$ cat config.mk
export PLATFORM = sky130hd
export DESIGN_NAME = lsu_mem_master_flat
export DESIGN_NICKNAME = d
export VERILOG_FILES = /design/src/rtl/lsu_pkg.sv /design/src/rtl/lsu_mem_master_if.sv /design/src/rtl/lsu_load_align.sv /design/src/rtl/lsu_mem_master.sv /design/src/flat_wrapper.sv
export SDC_FILE = /design/constraint.sdc
export NUM_CORES = 1
export LEC_CHECK = 0
export ABC_AREA = 0
export BUFFER_PORTS_ARGS = -buffer_cell sky130_fd_sc_hd__buf_2
export CORE_UTILIZATION = 37
export CTS_BUF_LIST = sky130_fd_sc_hd__clkbuf_4 sky130_fd_sc_hd__clkbuf_8 sky130_fd_sc_hd__clkbuf_16
export DETAILED_ROUTE_END_ITERATION = 16
export PLACE_DENSITY = 0.63
export SLEW_MARGIN = 5
export SYNTH_ARGS = -nofsm -noshare
export SYNTH_HDL_FRONTEND = slang
export SYNTH_SLANG_ARGS = --single-unit
$ cat constraint.sdc
create_clock -name clk -period 7.2 [get_ports clk]
set_clock_uncertainty 0.15 [all_clocks]
set_input_delay 0.36 -clock clk [delete_from_list [all_inputs] [get_ports clk]]
set_output_delay 0.36 -clock clk [all_outputs]
set_load 0.03 [all_outputs]
$ cat src/rtl/lsu_pkg.sv
// Shared types and helpers for the load/store memory master.
package lsu_pkg;

    localparam int LINE_BYTES = 8;

    typedef enum logic [1:0] {
        SZ_B = 2'd0,
        SZ_H = 2'd1,
        SZ_W = 2'd2,
        SZ_D = 2'd3
    } lsu_size_e;

    typedef enum logic [1:0] {
        IDLE   = 2'd0,
        ACCESS = 2'd1,
        RESP   = 2'd2
    } lsu_state_e;

    // Byte-lane mask of an access of the given size starting at lane off.
    // Lanes past the end of the line fall off the top of the 8-bit result.
    function automatic logic [LINE_BYTES-1:0] size_mask(input lsu_size_e size,
                                                        input logic [2:0] off);
        logic [LINE_BYTES-1:0] w_base;
        case (size)
            SZ_B:    w_base = 8'h01;
            SZ_H:    w_base = 8'h03;
            SZ_W:    w_base = 8'h0F;
            default: w_base = 8'hFF;
        endcase
        return w_base << off;
    endfunction

    // Low address bits that must be zero for a naturally aligned access.
    function automatic logic [2:0] align_bits(input lsu_size_e size);
        case (size)
            SZ_B:    return 3'b000;
            SZ_H:    return 3'b001;
            SZ_W:    return 3'b011;
            default: return 3'b111;
        endcase
    endfunction

endpackage

$ cat src/rtl/lsu_mem_master_if.sv
// Request/response handshake plus the data-memory port of the LSU.
interface lsu_mem_master_if;
    import lsu_pkg::*;

    logic        req_valid;
    logic        req_ready;
    logic        req_wen;
    logic [1:0]  req_size;
    logic        req_unsigned;
    logic [63:0] req_addr;
    logic [63:0] req_wdata;

    logic        resp_valid;
    logic        resp_ready;
    logic [63:0] resp_rdata;
    logic        resp_err;

    logic        men;
    logic        mwen;
    logic [63:0] raddr;
    logic [63:0] rdata;
    logic [63:0] waddr;
    logic [63:0] wdata;
    logic [LINE_BYTES-1:0] wmask;

    // The LSU side: takes requests and drives the memory port.
    modport master (
        input  req_valid, req_wen, req_size, req_unsigned, req_addr, req_wdata,
        input  resp_ready, rdata,
        output req_ready, resp_valid, resp_rdata, resp_err,
        output men, mwen, raddr, waddr, wdata, wmask
    );

    // The pipeline + memory model side.
    modport slave (
        output req_valid, req_wen, req_size, req_unsigned, req_addr, req_wdata,
        output resp_ready, rdata,
        input  req_ready, resp_valid, resp_rdata, resp_err,
        input  men, mwen, raddr, waddr, wdata, wmask
    );

endinterface

$ cat src/rtl/lsu_load_align.sv
// Extracts the addressed bytes from a memory line and sign/zero-extends them.
module lsu_load_align
    import lsu_pkg::*;
(
    input  logic [63:0] i_rdata,
    input  logic [2:0]  i_off,
    input  lsu_size_e   i_size,
    input  logic        i_unsigned,
    output logic [63:0] o_result
);

    logic [63:0] w_shifted;

    // Shift the addressed byte down to lane 0, then keep and extend per size.
    always_comb begin
        w_shifted = i_rdata >> {i_off, 3'b000};
        // NOTE: o_result gets a value before the case so no path leaves it unassigned (no latch).
        o_result  = w_shifted;
        case (i_size)
            SZ_B:    o_result = {{56{~i_unsigned & w_shifted[7]}},  w_shifted[7:0]};
            SZ_H:    o_result = {{48{~i_unsigned & w_shifted[15]}}, w_shifted[15:0]};
            SZ_W:    o_result = {{32{~i_unsigned & w_shifted[31]}}, w_shifted[31:0]};
            default: o_result = w_shifted;
        endcase
    end

endmodule

$ cat src/rtl/lsu_mem_master.sv
// Single-outstanding load/store master: one aligned 8-byte beat per request,
// result returned through a valid/ready response held until accepted.
module lsu_mem_master
    import lsu_pkg::*;
#(
    parameter bit CHECK_ALIGN = 1'b1
) (
    input logic             clk,
    input logic             rst,
    lsu_mem_master_if.master bus
);

    localparam logic [1:0] S_IDLE   = IDLE;
    localparam logic [1:0] S_ACCESS = ACCESS;
    localparam logic [1:0] S_RESP   = RESP;

    logic [1:0]  r_state;
    logic        r_wen;
    lsu_size_e   r_size;
    logic        r_unsigned;
    logic [2:0]  r_off;
    logic [60:0] r_line;
    logic [63:0] r_wdata;
    logic [7:0]  r_wmask;
    logic        r_men;
    logic        r_mwen;
    logic        r_resp_valid;
    logic [63:0] r_resp_rdata;
    logic        r_err;

    lsu_size_e   w_size;
    logic        w_misaligned;
    logic [63:0] w_load_result;

    assign w_size       = lsu_size_e'(bus.req_size);
    assign w_misaligned = CHECK_ALIGN && ((bus.req_addr[2:0] & align_bits(w_size)) != 3'b000);

    lsu_load_align u_load_align (
        .i_rdata    (bus.rdata),
        .i_off      (r_off),
        .i_size     (r_size),
        .i_unsigned (r_unsigned),
        .o_result   (w_load_result)
    );

    // Memory-side outputs come straight from registers so men/mwen never glitch.
    assign bus.req_ready  = (r_state == S_IDLE);
    assign bus.resp_valid = r_resp_valid;
    assign bus.resp_rdata = r_resp_rdata;
    assign bus.resp_err   = r_err;
    assign bus.men        = r_men;
    assign bus.mwen       = r_mwen;
    assign bus.raddr      = {r_line, 3'b000};
    assign bus.waddr      = {r_line, 3'b000};
    assign bus.wdata      = r_wdata;
    assign bus.wmask      = r_wmask;

    // IDLE -> ACCESS -> RESP (or IDLE -> RESP on misalignment) with all outputs registered.
    always_ff @(posedge clk or posedge rst) begin
        if (rst) begin
            r_state      <= S_IDLE;
            r_wen        <= 1'b0;
            r_size       <= SZ_B;
            r_unsigned   <= 1'b0;
            r_off        <= 3'd0;
            r_line       <= '0;
            r_wdata      <= '0;
            r_wmask      <= '0;
            r_men        <= 1'b0;
            r_mwen       <= 1'b0;
            r_resp_valid <= 1'b0;
            r_resp_rdata <= '0;
            r_err        <= 1'b0;
        end else begin
            // NOTE: non-blocking assignments make every update here see pre-edge values.
            case (r_state)
                S_IDLE: begin
                    if (bus.req_valid) begin
                        r_wen        <= bus.req_wen;
                        r_size       <= w_size;
                        r_unsigned   <= bus.req_unsigned;
                        r_off        <= bus.req_addr[2:0];
                        r_line       <= bus.req_addr[63:3];
                        r_wdata      <= bus.req_wdata << {bus.req_addr[2:0], 3'b000};
                        r_resp_rdata <= '0;
                        if (w_misaligned) begin
                            // Fault without touching memory; respond next cycle.
                            r_err        <= 1'b1;
                            r_resp_valid <= 1'b1;
                            r_state      <= S_RESP;
                        end else begin
                            r_err   <= 1'b0;
                            r_men   <= 1'b1;
                            r_mwen  <= bus.req_wen;
                            r_wmask <= size_mask(w_size, bus.req_addr[2:0]);
                            r_state <= S_ACCESS;
                        end
                    end
                end
                S_ACCESS: begin
                    // rdata is valid during this cycle; capture it as the cycle ends.
                    r_men        <= 1'b0;
                    r_mwen       <= 1'b0;
                    r_wmask      <= '0;
                    r_resp_valid <= 1'b1;
                    r_resp_rdata <= r_wen ? 64'd0 : w_load_result;
                    r_state      <= S_RESP;
                end
                S_RESP: begin
                    if (bus.resp_ready) begin
                        r_resp_valid <= 1'b0;
                        r_err        <= 1'b0;
                        r_state      <= S_IDLE;
                    end
                end
                default: r_state <= S_IDLE;
            endcase
        end
    end

endmodule

$ cat src/flat_wrapper.sv
// flat-port wrapper written by rule: the top's interface ports become plain ports
module lsu_mem_master_flat import lsu_pkg::*;
#(
    parameter bit CHECK_ALIGN = 1'b1
)
  (clk, rst, bus_req_valid, bus_req_wen, bus_req_size, bus_req_unsigned, bus_req_addr, bus_req_wdata, bus_resp_ready, bus_rdata, bus_req_ready, bus_resp_valid, bus_resp_rdata, bus_resp_err, bus_men, bus_mwen, bus_raddr, bus_waddr, bus_wdata, bus_wmask);
  lsu_mem_master_if bus_i ();
  input logic clk;
  input logic rst;
  input wire logic [$bits(bus_i.req_valid)-1:0] bus_req_valid;
  input wire logic [$bits(bus_i.req_wen)-1:0] bus_req_wen;
  input wire logic [$bits(bus_i.req_size)-1:0] bus_req_size;
  input wire logic [$bits(bus_i.req_unsigned)-1:0] bus_req_unsigned;
  input wire logic [$bits(bus_i.req_addr)-1:0] bus_req_addr;
  input wire logic [$bits(bus_i.req_wdata)-1:0] bus_req_wdata;
  input wire logic [$bits(bus_i.resp_ready)-1:0] bus_resp_ready;
  input wire logic [$bits(bus_i.rdata)-1:0] bus_rdata;
  output wire logic [$bits(bus_i.req_ready)-1:0] bus_req_ready;
  output wire logic [$bits(bus_i.resp_valid)-1:0] bus_resp_valid;
  output wire logic [$bits(bus_i.resp_rdata)-1:0] bus_resp_rdata;
  output wire logic [$bits(bus_i.resp_err)-1:0] bus_resp_err;
  output wire logic [$bits(bus_i.men)-1:0] bus_men;
  output wire logic [$bits(bus_i.mwen)-1:0] bus_mwen;
  output wire logic [$bits(bus_i.raddr)-1:0] bus_raddr;
  output wire logic [$bits(bus_i.waddr)-1:0] bus_waddr;
  output wire logic [$bits(bus_i.wdata)-1:0] bus_wdata;
  output wire logic [$bits(bus_i.wmask)-1:0] bus_wmask;
  assign bus_i.req_valid = bus_req_valid;
  assign bus_i.req_wen = bus_req_wen;
  assign bus_i.req_size = bus_req_size;
  assign bus_i.req_unsigned = bus_req_unsigned;
  assign bus_i.req_addr = bus_req_addr;
  assign bus_i.req_wdata = bus_req_wdata;
  assign bus_i.resp_ready = bus_resp_ready;
  assign bus_i.rdata = bus_rdata;
  assign bus_req_ready = bus_i.req_ready;
  assign bus_resp_valid = bus_i.resp_valid;
  assign bus_resp_rdata = bus_i.resp_rdata;
  assign bus_resp_err = bus_i.resp_err;
  assign bus_men = bus_i.men;
  assign bus_mwen = bus_i.mwen;
  assign bus_raddr = bus_i.raddr;
  assign bus_waddr = bus_i.waddr;
  assign bus_wdata = bus_i.wdata;
  assign bus_wmask = bus_i.wmask;
  lsu_mem_master #(.CHECK_ALIGN(CHECK_ALIGN)) u_core (.clk(clk), .rst(rst), .bus(bus_i));
endmodule
==> Implementation_results.wiki, run 1 <==
{| class="wikitable"
! Metric !! Value
|-
| Run status || finished clean
|-
| Die H || 181 um
|-
| Clock tree sinks || 210
|-
| Power per unit of standard cell area || 483 mW/mm^2
|-
| Total die area || 0.0328 sq mm
|-
| Instance count along the most critical hold path || 3
|-
| Crit-path max FO || 32
|-
| Flip-flop and latch count after synthesis || 210
|-
| First-pass GRT wire length || 60.8 mm
|-
| Pre-CTS worst setup slack || 3.56 ns
|-
| Min-Delay Endpoint || u_core.bus.resp_rdata[59]
|-
| Launching point of the worst reg2reg path || u_core.r_state[0]
|-
| Ratio of final minimum period to clock period || 0.471
|-
| Skew-Pair Late Insertion Delay || 0.53 ns
|-
| # H-tree levels || 1
|-
| Summed negative setup slack over all endpoints || 0 ns
|-
| Residual antenna-violating net count after detailed routing || 0
|-
| Vias post-DR || 10,500
|-
| Hold violation count in the final report || 0
|-
| Cell area after synthesis || 0.0119 sq mm
|-
| Area share of the leading cell type in the synthesized netlist || 0.443
|-
| Worst Setup Start Kind || flip-flop
|-
| Wirelength, routed || 39.7 mm
|-
| Worst min-delay path startpoint || bus_rdata[59]
|-
| Maximum number of pins on one net before global-route repair || 137
|-
| Number of remaining DRC errors || 0
|-
| Placement row count || 65
|-
| Port Buf Inserts || 462
|-
| Fill cells || 2,933
|-
| Cell taking the most area after synthesis || sky130_fd_sc_hd__dfrtp_1
|-
| Net count of the finished layout || 1,730
|-
| Worst IR drop on VDD || 346 uV
|-
| Final setup violation count || 0
|-
| Post-synthesis async set-or-reset flop share || 1.00
|-
| Effective utilization at floorplan || 0.376
|-
| I/O pin total || 469
|-
| Post-layout worst setup margin || 3.81 ns
|-
| Gr ovfl total || 0
|-
| Worst r2r dst || u_core.bus.resp_rdata[62]
|-
| Max_cap viols || 0
|-
| Top cells by instance count after synthesis || sky130_fd_sc_hd__dfrtp_1, sky130_fd_sc_hd__nand2_1, sky130_fd_sc_hd__mux2i_1, sky130_fd_sc_hd__mux2_2, sky130_fd_sc_hd__o21ai_0
|-
| Arrival time of the worst setup path || 3.62 ns
|-
| Distinct cell type count of the synthesized netlist || 48
|-
| Type of destination of the critical path || flip-flop
|-
| Iteration-0 DRC count of the detailed router || 668
|-
| P_leak || 7.85 nW
|-
| Via count of the first global-routing pass || 10,500
|-
| Final Instance Count excl. Fillers || 1,950
|-
| TritonCTS Buffers || 26
|-
| Post-layout min period || 3.39 ns
|-
| Cells taking the most area after synthesis || sky130_fd_sc_hd__dfrtp_1, sky130_fd_sc_hd__mux2_2, sky130_fd_sc_hd__mux2i_1
|-
| Placed Cells || 1,829
|-
| Reg clk slew, reported paths || 0.06 ns
|-
| Worst hold margin || 0.0518 ns
|-
| Number of detailed-route iterations in the first pass || 5
|-
| Gate count after technology mapping || 1,103
|-
| Die width || 181 um
|-
| Routed length per instance || 20.3 um
|-
| Measured slew at the worst slew-check pin || 1.08 ns
|-
| Critical setup path kind || reg2reg
|-
| Antenna violations before repair || 0
|-
| Mapped Avg Cell Area || 10.8 sq um
|-
| Finished layout cell area || 0.0156 sq mm
|-
| Postcts setup bufs || 0
|-
| Library cell with the highest instance count after synthesis || sky130_fd_sc_hd__dfrtp_1
|-
| Total count of max-transition violations in the final report || 0
|-
| Yosys Warn Count || 0
|-
| Worst hold path type || in2reg
|-
| Global-route usage over all layers || 0.236
|-
| Total power after layout || 7.54 mW
|-
| Placer congestion estimate || 0.903
|-
| R2R setup slack || 3.81 ns
|-
| Detail Placement HPWL || 28.0 mm
|-
| Crit path required time || 7.43 ns
|-
| Util after Layout || 0.495
|-
| Core area || 0.0316 sq mm
|-
| Clock buffer depth || 3
|-
| Post-DP Area || 0.0139 sq mm
|-
| Growth of design area from synthesis to finish || 31.6%
|-
| Number of cells on the worst reg-to-reg path || 8
|-
| CTS tree || yes
|-
| Relative max-transition margin || 0.277
|-
| Setup repair after global routing missed its margin || no
|-
| Via-to-Cell Ratio || 5.36
|-
| Number of enable flip-flop cells after synthesis || 0
|-
| Layout cell share with drive strength beyond 1 || 0.449
|-
| Top FF cell, synth || sky130_fd_sc_hd__dfrtp_1
|-
| Clock tree root driver cell || sky130_fd_sc_hd__clkbuf_16
|-
| Sequential share of the synthesized area || 0.443
|-
| Achievable clock frequency || 295 MHz
|}
[critical path: stages (launching register included)]
cell                       delay, ns
sky130_fd_sc_hd__dfrtp_1        0.40
sky130_fd_sc_hd__inv_1          0.09
sky130_fd_sc_hd__ha_1           0.54
sky130_fd_sc_hd__nand2b_1       0.15
sky130_fd_sc_hd__nand3b_1       0.60
sky130_fd_sc_hd__nor2_2         0.34
sky130_fd_sc_hd__a211oi_4       0.27
sky130_fd_sc_hd__buf_4          0.50
sky130_fd_sc_hd__o21ai_0        0.17
[state kept, by name, indices dropped and copies added (netlist names)]
register and cells:
u_core.r_line 61, u_core.bus.men 1, u_core.bus.resp_err 1, u_core.bus.resp_valid 1, u_core.r_state 2, u_core.r_off 3, u_core.r_unsigned 1, u_core.r_wen 1
u_core.bus.resp_rdata 64, u_core.bus.wdata 64, u_core.r_size 2, u_core.bus.wmask 8, u_core.bus.mwen 1
[per-layer routing]
layer  global-route usage  part of all wire  vias to the layer above
li1                     -                 -                     4779
met1                0.298              0.40                     5096
met2                0.385              0.47                      482
met3               0.0552             0.078                       94
met4                0.100             0.046                        0
met5                    0                 0                        -
[final cells by class]
type	count	area (sq um)	area share
clock buffers	38	783	0.0502
repair buffers	548	3140	0.201
inverters	17	71.3	0.00457
flip-flops and latches	210	5260	0.337
well taps	402	503	0.0322
clock inverters	10	156	0.0100
multi-input cells	724	5700	0.365
diodes	1	2.50	0.000160
[what timing repair did]
item,4_1_cts,5_1_grt
hold buffers,72,0
resized for setup,0,0
endpoints found under the hold margin,207,0
[where the power goes]
part / leakage, nW / internal [mW] / switching, mW
Clock: 0.471 / 0.897 / 0.527
Sequential: 2.69 / 1.68 / 0.376
Combinational: 4.70 / 1.33 / 2.73
[cell usage in the layout, fill, tap and decap left out, drive strengths merged, types with 6 or more instances in the layout]
master | Yosys | routed
a22o | 30 | 30
buf | 95 | 476
a211oi | 10 | 10
mux2i | 96 | 96
mux2 | 92 | 92
a2bb2oi | 14 | 14
mux4 | 36 | 36
dfrtp | 210 | 210
nor2b | 9 | 9
a22oi | 25 | 25
inv | 17 | 18
nand2b | 12 | 12
conb | 1 | 6
o21ai | 110 | 110
o22ai | 22 | 22
a221o | 7 | 7
a21oi | 35 | 35
nand3 | 8 | 8
clkbuf | 62 | 38
nand2 | 130 | 130
dlygate4sd3 | 0 | 72
nor2 | 46 | 46
[cell families (layout without fill, tap and decap cells)]
| family | Yosys count | count (layout) | synth area share |
|---|---|---|---|
| adders and majority gates | 3 | 3 | 0.00316 |
| buffers and inverters | 174 | 613 | 0.0812 |
| other | 1 | 7 | 0.000316 |
| muxes | 224 | 224 | 0.237 |
| AOI/OAI and AO/OA | 272 | 272 | 0.157 |
| and+or+nand+nor | 219 | 219 | 0.0793 |
| DFF | 210 | 210 | 0.443 |
[worst max-delay path by stage]
stage / from / endpoint / slack (ns) / cells past startpoint
2_1_floorplan: rst / u_core.bus.men / 0.95 / 1
3_3_place_gp: u_core.r_state[0] / u_core.bus.resp_rdata[62] / 3.67 / 8
3_5_place_dp: u_core.r_state[0] / u_core.bus.resp_rdata[62] / 3.56 / 8
4_1_cts: u_core.r_state[0] / u_core.bus.resp_rdata[62] / 3.50 / 8
5_1_grt: u_core.r_state[1] / u_core.bus.resp_rdata[62] / 3.49 / 8
6_report: u_core.r_state[0] / u_core.bus.resp_rdata[62] / 3.81 / 8
No activity file was read; power rests on OpenSTA's default activity.
==> run 2, diff against run 1 <==
--- a/config.mk
+++ b/config.mk
@@ -5,12 +5,12 @@
 export SDC_FILE = /design/constraint.sdc
 export NUM_CORES = 1
 export LEC_CHECK = 0
-export ABC_AREA = 0
+export ABC_AREA = 1
 export BUFFER_PORTS_ARGS = -buffer_cell sky130_fd_sc_hd__buf_2
 export CORE_UTILIZATION = 37
 export CTS_BUF_LIST = sky130_fd_sc_hd__clkbuf_4 sky130_fd_sc_hd__clkbuf_8 sky130_fd_sc_hd__clkbuf_16
 export DETAILED_ROUTE_END_ITERATION = 16
-export PLACE_DENSITY = 0.63
+export PLACE_DENSITY = 0.62
 export SLEW_MARGIN = 5
 export SYNTH_ARGS = -nofsm -noshare
 export SYNTH_HDL_FRONTEND = slang
==> constraint.sdc (replaced) <==
create_clock -name clk -period 3.2 [get_ports clk]
set_clock_uncertainty 0.15 [all_clocks]
set_input_delay 0.16 -clock clk [delete_from_list [all_inputs] [get_ports clk]]
set_output_delay 0.16 -clock clk [all_outputs]
set_load 0.03 [all_outputs]
==> run 2 against run 1 <==
Clock-buffer cell count is 5 higher. Clock power increased by 100%. Register-to-register slack worse by 3.6 ns. Non-clock buffer count rose by 132. Critical path depth increased by 2. Cell count grew 34%. Combinational power is 150% higher. Critical endpoint is now u_core.bus.wdata[43]. Largest cell class unchanged. Highest routed layer unchanged.
==> Implementation_results.wiki, run 2 <==
{| class="wikitable"
! Metric !! Value
|-
| Max_cap viols || 0
|-
| Detail Placement HPWL || 32.4 mm
|-
| Total count of max-transition violations in the final report || 0
|-
| Library cell with the highest instance count after synthesis || sky130_fd_sc_hd__nand2_1
|-
| Cell area after synthesis || 0.0120 sq mm
|-
| Number of enable flip-flop cells after synthesis || 0
|-
| Number of buffers and inverters on the critical path || 6
|-
| Core area || 0.0317 sq mm
|-
| Gr ovfl total || 0
|-
| # H-tree levels || 1
|-
| Gate count after technology mapping || 1,661
|-
| Cell class contributing the biggest share of worst-path delay || buffers and inverters
|-
| Postcts setup bufs || 0
|-
| Final Instance Count excl. Fillers || 2,620
|-
| Global-route usage over all layers || 0.270
|-
| Ratio of final minimum period to clock period || 0.977
|-
| Worst IR drop on VDD || 718 uV
|-
| Share of the synthesized netlist area taken by xor and xnor gates || 0
|-
| Sequential share of the synthesized area || 0.438
|-
| Area used by multi-input combinational logic || 0.00557 sq mm
|-
| Post-synthesis async set-or-reset flop share || 1.00
|-
| Crit-path max FO || 19
|-
| Footprint of the flip-flops and latches || 0.00526 sq mm
|-
| Post-DP Area || 0.0141 sq mm
|-
| Power per unit of standard cell area || 1050 mW/mm^2
|-
| Top cells by instance count after synthesis || sky130_fd_sc_hd__nand2_1, sky130_fd_sc_hd__dfrtp_1, sky130_fd_sc_hd__o21ai_0, sky130_fd_sc_hd__nand3_1, sky130_fd_sc_hd__buf_4
|-
| Worst hold path type || in2reg
|-
| Via count of the first global-routing pass || 12,500
|-
| Antenna violations before repair || 2
|-
| CTS tree || yes
|-
| Main combinational cell family by area after synthesis || simple AND/OR/NAND/NOR gates
|-
| Post-Synth Simple-Gate Area || 0.315
|-
| Effective utilization at floorplan || 0.378
|-
| Post-layout min period || 3.13 ns
|-
| Hold violation count in the final report || 0
|-
| Residual antenna-violating net count after detailed routing || 0
|-
| Run status || finished clean
|-
| Relative max-transition margin || 0.344
|-
| Adder-Cell Fraction of Synth Area || 0.00313
|-
| P_leak || 9.21 nW
|-
| Most used cell along the critical path || sky130_fd_sc_hd__dlygate4sd3_1
|-
| Flip-flop and latch count after synthesis || 210
|-
| Die H || 182 um
|-
| Routed length per instance || 17.7 um
|-
| Growth of design area from synthesis to finish || 40.6%
|-
| Worst Setup Start Kind || input pin
|-
| Highest cell delay on the worst timing path || 0.60 ns
|-
| Clock tree root driver cell || sky130_fd_sc_hd__clkbuf_16
|-
| Total die area || 0.0331 sq mm
|-
| Final setup violation count || 0
|-
| Cell taking the most area after synthesis || sky130_fd_sc_hd__dfrtp_1
|-
| Vias post-DR || 13,300
|-
| TritonCTS Buffers || 26
|-
| Distinct cell type count of the synthesized netlist || 38
|-
| Number of remaining DRC errors || 0
|-
| I/O pin total || 469
|-
| Arrival time of the worst setup path || 3.39 ns
|-
| Number of detailed-route iterations in the first pass || 5
|-
| Most used cells in the layout excluding fill and tap cells || sky130_fd_sc_hd__nand2_1, sky130_fd_sc_hd__buf_2, sky130_fd_sc_hd__dfrtp_1, sky130_fd_sc_hd__dlygate4sd3_1, sky130_fd_sc_hd__o21ai_0
|-
| Multiplexer area fraction after synthesis || 0.0209
|-
| Crit path required time || 3.47 ns
|-
| Clock buffer depth || 3
|-
| Reg clk slew, reported paths || 0.06 ns
|-
| Maximum number of pins on one net before global-route repair || 92
|-
| Critical-path top delay cell || sky130_fd_sc_hd__dlygate4sd3_1
|-
| Mapped Avg Cell Area || 7.22 sq um
|-
| Worst hold margin || 0.0326 ns
|-
| Achievable clock frequency || 320 MHz
|-
| Via-to-Cell Ratio || 5.06
|-
| Die width || 182 um
|-
| Net count of the finished layout || 2,400
|-
| Yosys Warn Count || 0
|-
| Most common library cell in the layout ignoring fill and taps || sky130_fd_sc_hd__nand2_1
|-
| Measured slew at the worst slew-check pin || 0.984 ns
|-
| Finished layout cell area || 0.0169 sq mm
|-
| Placer congestion estimate || 0.941
|-
| Critical setup path kind || in2reg
|-
| First-pass GRT wire length || 70.7 mm
|-
| Type of destination of the critical path || flip-flop
|-
| Sequence of cells on the critical path || dlygate4sd3_1 -> clkbuf_4 -> buf_16 -> mux2i_1 -> dlygate4sd3_1 -> nand2_1 -> nand3_1 -> dlygate4sd3_1 -> o211ai_1 -> dlygate4sd3_1
|-
| Port Buf Inserts || 462
|-
| Clock tree sinks || 210
|-
| Cells taking the most area after synthesis || sky130_fd_sc_hd__dfrtp_1, sky130_fd_sc_hd__nand2_1, sky130_fd_sc_hd__o21ai_0
|-
| Layout cell share with drive strength beyond 1 || 0.258
|-
| Wirelength, routed || 46.4 mm
|-
| Fill cells || 3,028
|-
| Complex-gate fraction of the synthesized area || 0.122
|-
| Iteration-0 DRC count of the detailed router || 1,189
|-
| Placement row count || 65
|-
| Skew-Pair Late Insertion Delay || 0.53 ns
|-
| Top FF cell, synth || sky130_fd_sc_hd__dfrtp_1
|-
| Area share of the leading cell type in the synthesized netlist || 0.438
|-
| Placed Cells || 2,379
|}
run 2: worst paths after layout:
check / start / to / slack, ns / cells past startpoint
setup / recovery: bus_req_addr[0] / u_core.bus.wdata[43] / 0.07 / 10
hold / removal: bus_rdata[56] / u_core.bus.resp_rdata[48] / 0.03 / 7
setup reg to reg: u_core.r_state[1] / u_core.bus.wdata[40] / 0.24 / 9
hold reg to reg: u_core.bus.wmask[4] / u_core.bus.wmask[4] / 0.32 / 2
max in group asynchronous: rst / u_core.bus.resp_rdata[14] / 1.76 / 4
min in group asynchronous: rst / u_core.r_off[0] / 0.18 / 3
run 2: kinds of logic after synthesis:
kind of cell,count (synthesis)
adder cells (fa/ha/maj),3
multiplexers,25
flip-flops,210
AO/OA/AOI/OAI,260
buffers and inverters,222
AND/OR/NAND/NOR,940
other,1
run 2: layer usage:
metal  GRT usage  wire length (um)
met5           0                 0
met1       0.348             19000
met4      0.0965              1650
met2       0.455             22300
met3      0.0457              3420
run 2: where the power goes:
group	switching [mW]	total, mW	internal [mW]
registers	0.898	4.73	3.83
logic	7.20	10.0	2.85
clock network	1.17	2.88	1.71
run 2: worst min-delay path, stage by stage:
cell and delay (ns):
sky130_fd_sc_hd__buf_2 0.12, sky130_fd_sc_hd__nand2_1 0.06, sky130_fd_sc_hd__nand2_1 0.08, sky130_fd_sc_hd__nand3_1 0.08, sky130_fd_sc_hd__a21oi_1 0.07, sky130_fd_sc_hd__nand2_1 0.06
sky130_fd_sc_hd__nand2_1 0.04
run 2: stage by stage:
stage	TNS [ns]	util	power (mW)	setup slack [ns]
final	0	0.532	17.7	0.0732
after global routing	-0.0200	0.532	18.8	-0.0102
after CTS	0	0.530	17.7	0.0218
after detailed placement	0	0.443	14.3	0.610
after global placement	0	0.443	14.3	0.689
after floorplan	0	-	11.9	0.162
run 2: final cells by class:
type | instances | area share
multi-input combinational | 1234 | 0.330
sequential | 210 | 0.312
timing repair buffer | 680 | 0.268
clock buffer | 43 | 0.0476
tap | 402 | 0.0298
inverter | 45 | 0.0106
clock inverter | 5 | 0.00215
antenna | 1 | 0.000148
run 2: what timing repair did:
action | 4_1_cts | 5_1_grt
hold endpoints to repair | 176 | 0
resized for setup | 0 | 3
setup endpoints to repair | 0 | 10
hold buffers | 190 | 0
==> run 3, diff against run 2 <==
--- a/config.mk
+++ b/config.mk
@@ -6,11 +6,11 @@
 export NUM_CORES = 1
 export LEC_CHECK = 0
 export ABC_AREA = 1
-export BUFFER_PORTS_ARGS = -buffer_cell sky130_fd_sc_hd__buf_2
 export CORE_UTILIZATION = 37
 export CTS_BUF_LIST = sky130_fd_sc_hd__clkbuf_4 sky130_fd_sc_hd__clkbuf_8 sky130_fd_sc_hd__clkbuf_16
 export DETAILED_ROUTE_END_ITERATION = 16
-export PLACE_DENSITY = 0.62
+export DONT_BUFFER_PORTS = 1
+export PLACE_DENSITY = 0.5
 export SLEW_MARGIN = 5
 export SYNTH_ARGS = -nofsm -noshare
 export SYNTH_HDL_FRONTEND = slang
==> run 3 against run 2 <==
Non-clock buffer count is 410 lower. Critical path depth is 1 lower. Setup slack better by 0.051 ns. Die area stayed put. Maximum frequency is 1.7% higher. Hold slack worse by 0.0064 ns. Clock-buffer cell count is 8 lower. First-iteration DRC count is 21% lower. Largest power group is now registers.
==> Implementation_results.wiki, run 3 (synthesis gave the netlist of run 2 again) <==
{| class="wikitable"
! Metric !! Value
|-
| Pre-CTS worst setup slack || 0.719 ns
|-
| Grt met1 use || 0.325
|-
| Type of destination of the critical path || flip-flop
|-
| Critical-path top delay cell || sky130_fd_sc_hd__dlygate4sd3_1
|-
| Port Buf Inserts || 0
|-
| Die H || 182 um
|-
| Skew-Pair Late Insertion Delay || 0.54 ns
|-
| Growth of design area from synthesis to finish || 26.3%
|-
| Setup repair after global routing missed its margin || no
|-
| Post-layout min period || 3.08 ns
|-
| Vias post-DR || 11,700
|-
| Met3 Resource Use GR || 0.0686
|-
| Placement row count || 65
|-
| Number of buffers and inverters on the critical path || 5
|-
| Measured slew at the worst slew-check pin || 1.04 ns
|-
| P_leak || 7.38 nW
|-
| Highest cell delay on the worst timing path || 0.59 ns
|-
| Most used cells in the layout excluding fill and tap cells || sky130_fd_sc_hd__nand2_1, sky130_fd_sc_hd__dlygate4sd3_1, sky130_fd_sc_hd__dfrtp_1, sky130_fd_sc_hd__o21ai_0, sky130_fd_sc_hd__nand3_1
|-
| # H-tree levels || 1
|-
| Cell class contributing the biggest share of worst-path delay || buffers and inverters
|-
| Antenna violations before repair || 1
|-
| Core area || 0.0317 sq mm
|-
| Number of remaining DRC errors || 0
|-
| Ratio of final minimum period to clock period || 0.961
|-
| Crit path required time || 3.47 ns
|-
| Net count of the finished layout || 1,990
|-
| Routed length per instance || 20.1 um
|-
| Critical setup path kind || in2reg
|-
| CTS tree || yes
|-
| Placer congestion estimate || 0.892
|-
| Reg clk slew, reported paths || 0.05 ns
|-
| Iteration-0 DRC count of the detailed router || 936
|-
| Grt met2 use || 0.443
|-
| Layout cell share with drive strength beyond 1 || 0.0587
|-
| Maximum number of pins on one net before global-route repair || 77
|-
| Achievable clock frequency || 325 MHz
|-
| Detail Placement HPWL || 29.9 mm
|-
| I/O pin total || 469
|-
| Arrival time of the worst setup path || 3.34 ns
|-
| Most common library cell in the layout ignoring fill and taps || sky130_fd_sc_hd__nand2_1
|-
| Sequence of cells on the critical path || dlygate4sd3_1 -> mux2i_1 -> dlygate4sd3_1 -> nand2_1 -> dlygate4sd3_1 -> nand3_1 -> dlygate4sd3_1 -> o211ai_1 -> dlygate4sd3_1
|-
| Fill cells || 3,169
|-
| Ant. Diodes || 0
|-
| Via-to-Cell Ratio || 5.30
|-
| TritonCTS Buffers || 26
|-
| Global-route usage over all layers || 0.263
|-
| Post-layout worst setup margin || 0.124 ns
|-
| Max_cap viols || 0
|-
| Effective utilization at floorplan || 0.378
|-
| Hold violation count in the final report || 0
|-
| Die width || 182 um
|-
| Number of detailed-route iterations in the first pass || 6
|-
| Total die area || 0.0331 sq mm
|-
| Gr ovfl total || 0
|-
| R2R setup slack || 0.16 ns
|-
| Most heavily used metal layer in global routing || met2
|-
| Run status || finished clean
|-
| Crit-path max FO || 2
|-
| Power per unit of standard cell area || 1090 mW/mm^2
|-
| Wirelength, routed || 44.4 mm
|-
| Summed negative setup slack over all endpoints || 0 ns
|-
| Worst hold path type || in2reg
|-
| Final setup violation count || 0
|-
| Residual antenna-violating net count after detailed routing || 0
|-
| Via count of the first global-routing pass || 11,600
|-
| Clock tree sinks || 210
|-
| Total count of max-transition violations in the final report || 0
|-
| Relative max-transition margin || 0.309
|-
| Clock buffer depth || 3
|-
| First-pass GRT wire length || 68.2 mm
|-
| Clock tree root driver cell || sky130_fd_sc_hd__clkbuf_16
|-
| Worst IR drop on VDD || 686 uV
|-
| Total power after layout || 16.6 mW
|-
| Worst Setup Start Kind || input pin
|-
| Most used cell along the critical path || sky130_fd_sc_hd__dlygate4sd3_1
|}
-- run 3: changes by cell type in the layout (fill, tap and decap cells not counted), moves of 2 or more --
cell	delta
sky130_fd_sc_hd__buf_4	-2
sky130_fd_sc_hd__bufinv_16	+4
sky130_fd_sc_hd__buf_12	+2
sky130_fd_sc_hd__dlygate4sd3_1	+54
sky130_fd_sc_hd__clkinvlp_4	+2
sky130_fd_sc_hd__buf_2	-461
sky130_fd_sc_hd__clkbuf_4	-10
-- run 3: repair_timing --
action / 4_1_cts / 5_1_grt
hold buffers: 246 / 0
buffers inserted: 0 / 0
setup endpoints to repair: 0 / 6
resized for setup: 0 / 1
endpoints found under the hold margin: 313 / 0
-- run 3: cell type report --
class | count | area [sq um] | share of cell area
Sequential cell | 210 | 5260 | 0.347
Inverter | 45 | 175 | 0.0116
Clock buffer | 35 | 761 | 0.0502
Clock inverter | 11 | 163 | 0.0107
Timing Repair Buffer | 270 | 2720 | 0.180
Tap cell | 402 | 503 | 0.0332
Multi-Input combinational cell | 1234 | 5570 | 0.368
-- run 3: power by group --
group	internal, mW	leakage, nW	switching (mW)
Sequential	3.76	2.73	4.29
Combinational	1.90	4.20	3.47
Clock	1.98	0.453	1.18
Total	7.64	7.38	8.94
-- run 3: layer usage --
metal | routed length (um) | up-vias | part of all wire
met5 | 10 | - | 0.00023
met4 | 1520 | 2 | 0.034
met3 | 3850 | 94 | 0.087
met2 | 21200 | 501 | 0.48
met1 | 17800 | 5577 | 0.40
li1 | - | 5531 | -
-- run 3: worst paths after layout --
kind,cells after the start,to,startpoint
worst max-delay path,9,u_core.bus.wdata[45],bus_req_wdata[29]
worst min-delay path,8,u_core.bus.resp_rdata[47],bus_rdata[55]
worst max register to register,9,u_core.bus.wdata[45],u_core.r_state[1]
worst min register to register,2,u_core.r_wen,u_core.r_wen
max in group asynchronous,3,u_core.r_wen,rst
min in group asynchronous,2,u_core.bus.resp_rdata[14],rst
-- run 3: metrics by stage --
step	cell area [sq um]	util	hold WS [ns]	instances
floorplan	12000	-	0.120	1666
detailed placement	11700	0.370	0.0536	1915
finish	15200	0.478	0.0262	2207
global placement	11700	0.370	0.0513	1915
CTS	15100	0.478	0.00147	2207
global route	15200	0.478	0.0443	2207
-- run 3: worst reg2reg max path, stage by stage (launching register included) --
cell and delay (ns):
sky130_fd_sc_hd__dfrtp_1 0.40, sky130_fd_sc_hd__inv_1 0.10, sky130_fd_sc_hd__ha_2 0.36, sky130_fd_sc_hd__nand2_4 0.12, sky130_fd_sc_hd__nor2_2 0.12, sky130_fd_sc_hd__buf_4 0.36, sky130_fd_sc_hd__nand3_1 0.14, sky130_fd_sc_hd__dlygate4sd3_1 0.57
sky130_fd_sc_hd__o211ai_1 0.09, sky130_fd_sc_hd__dlygate4sd3_1 0.59
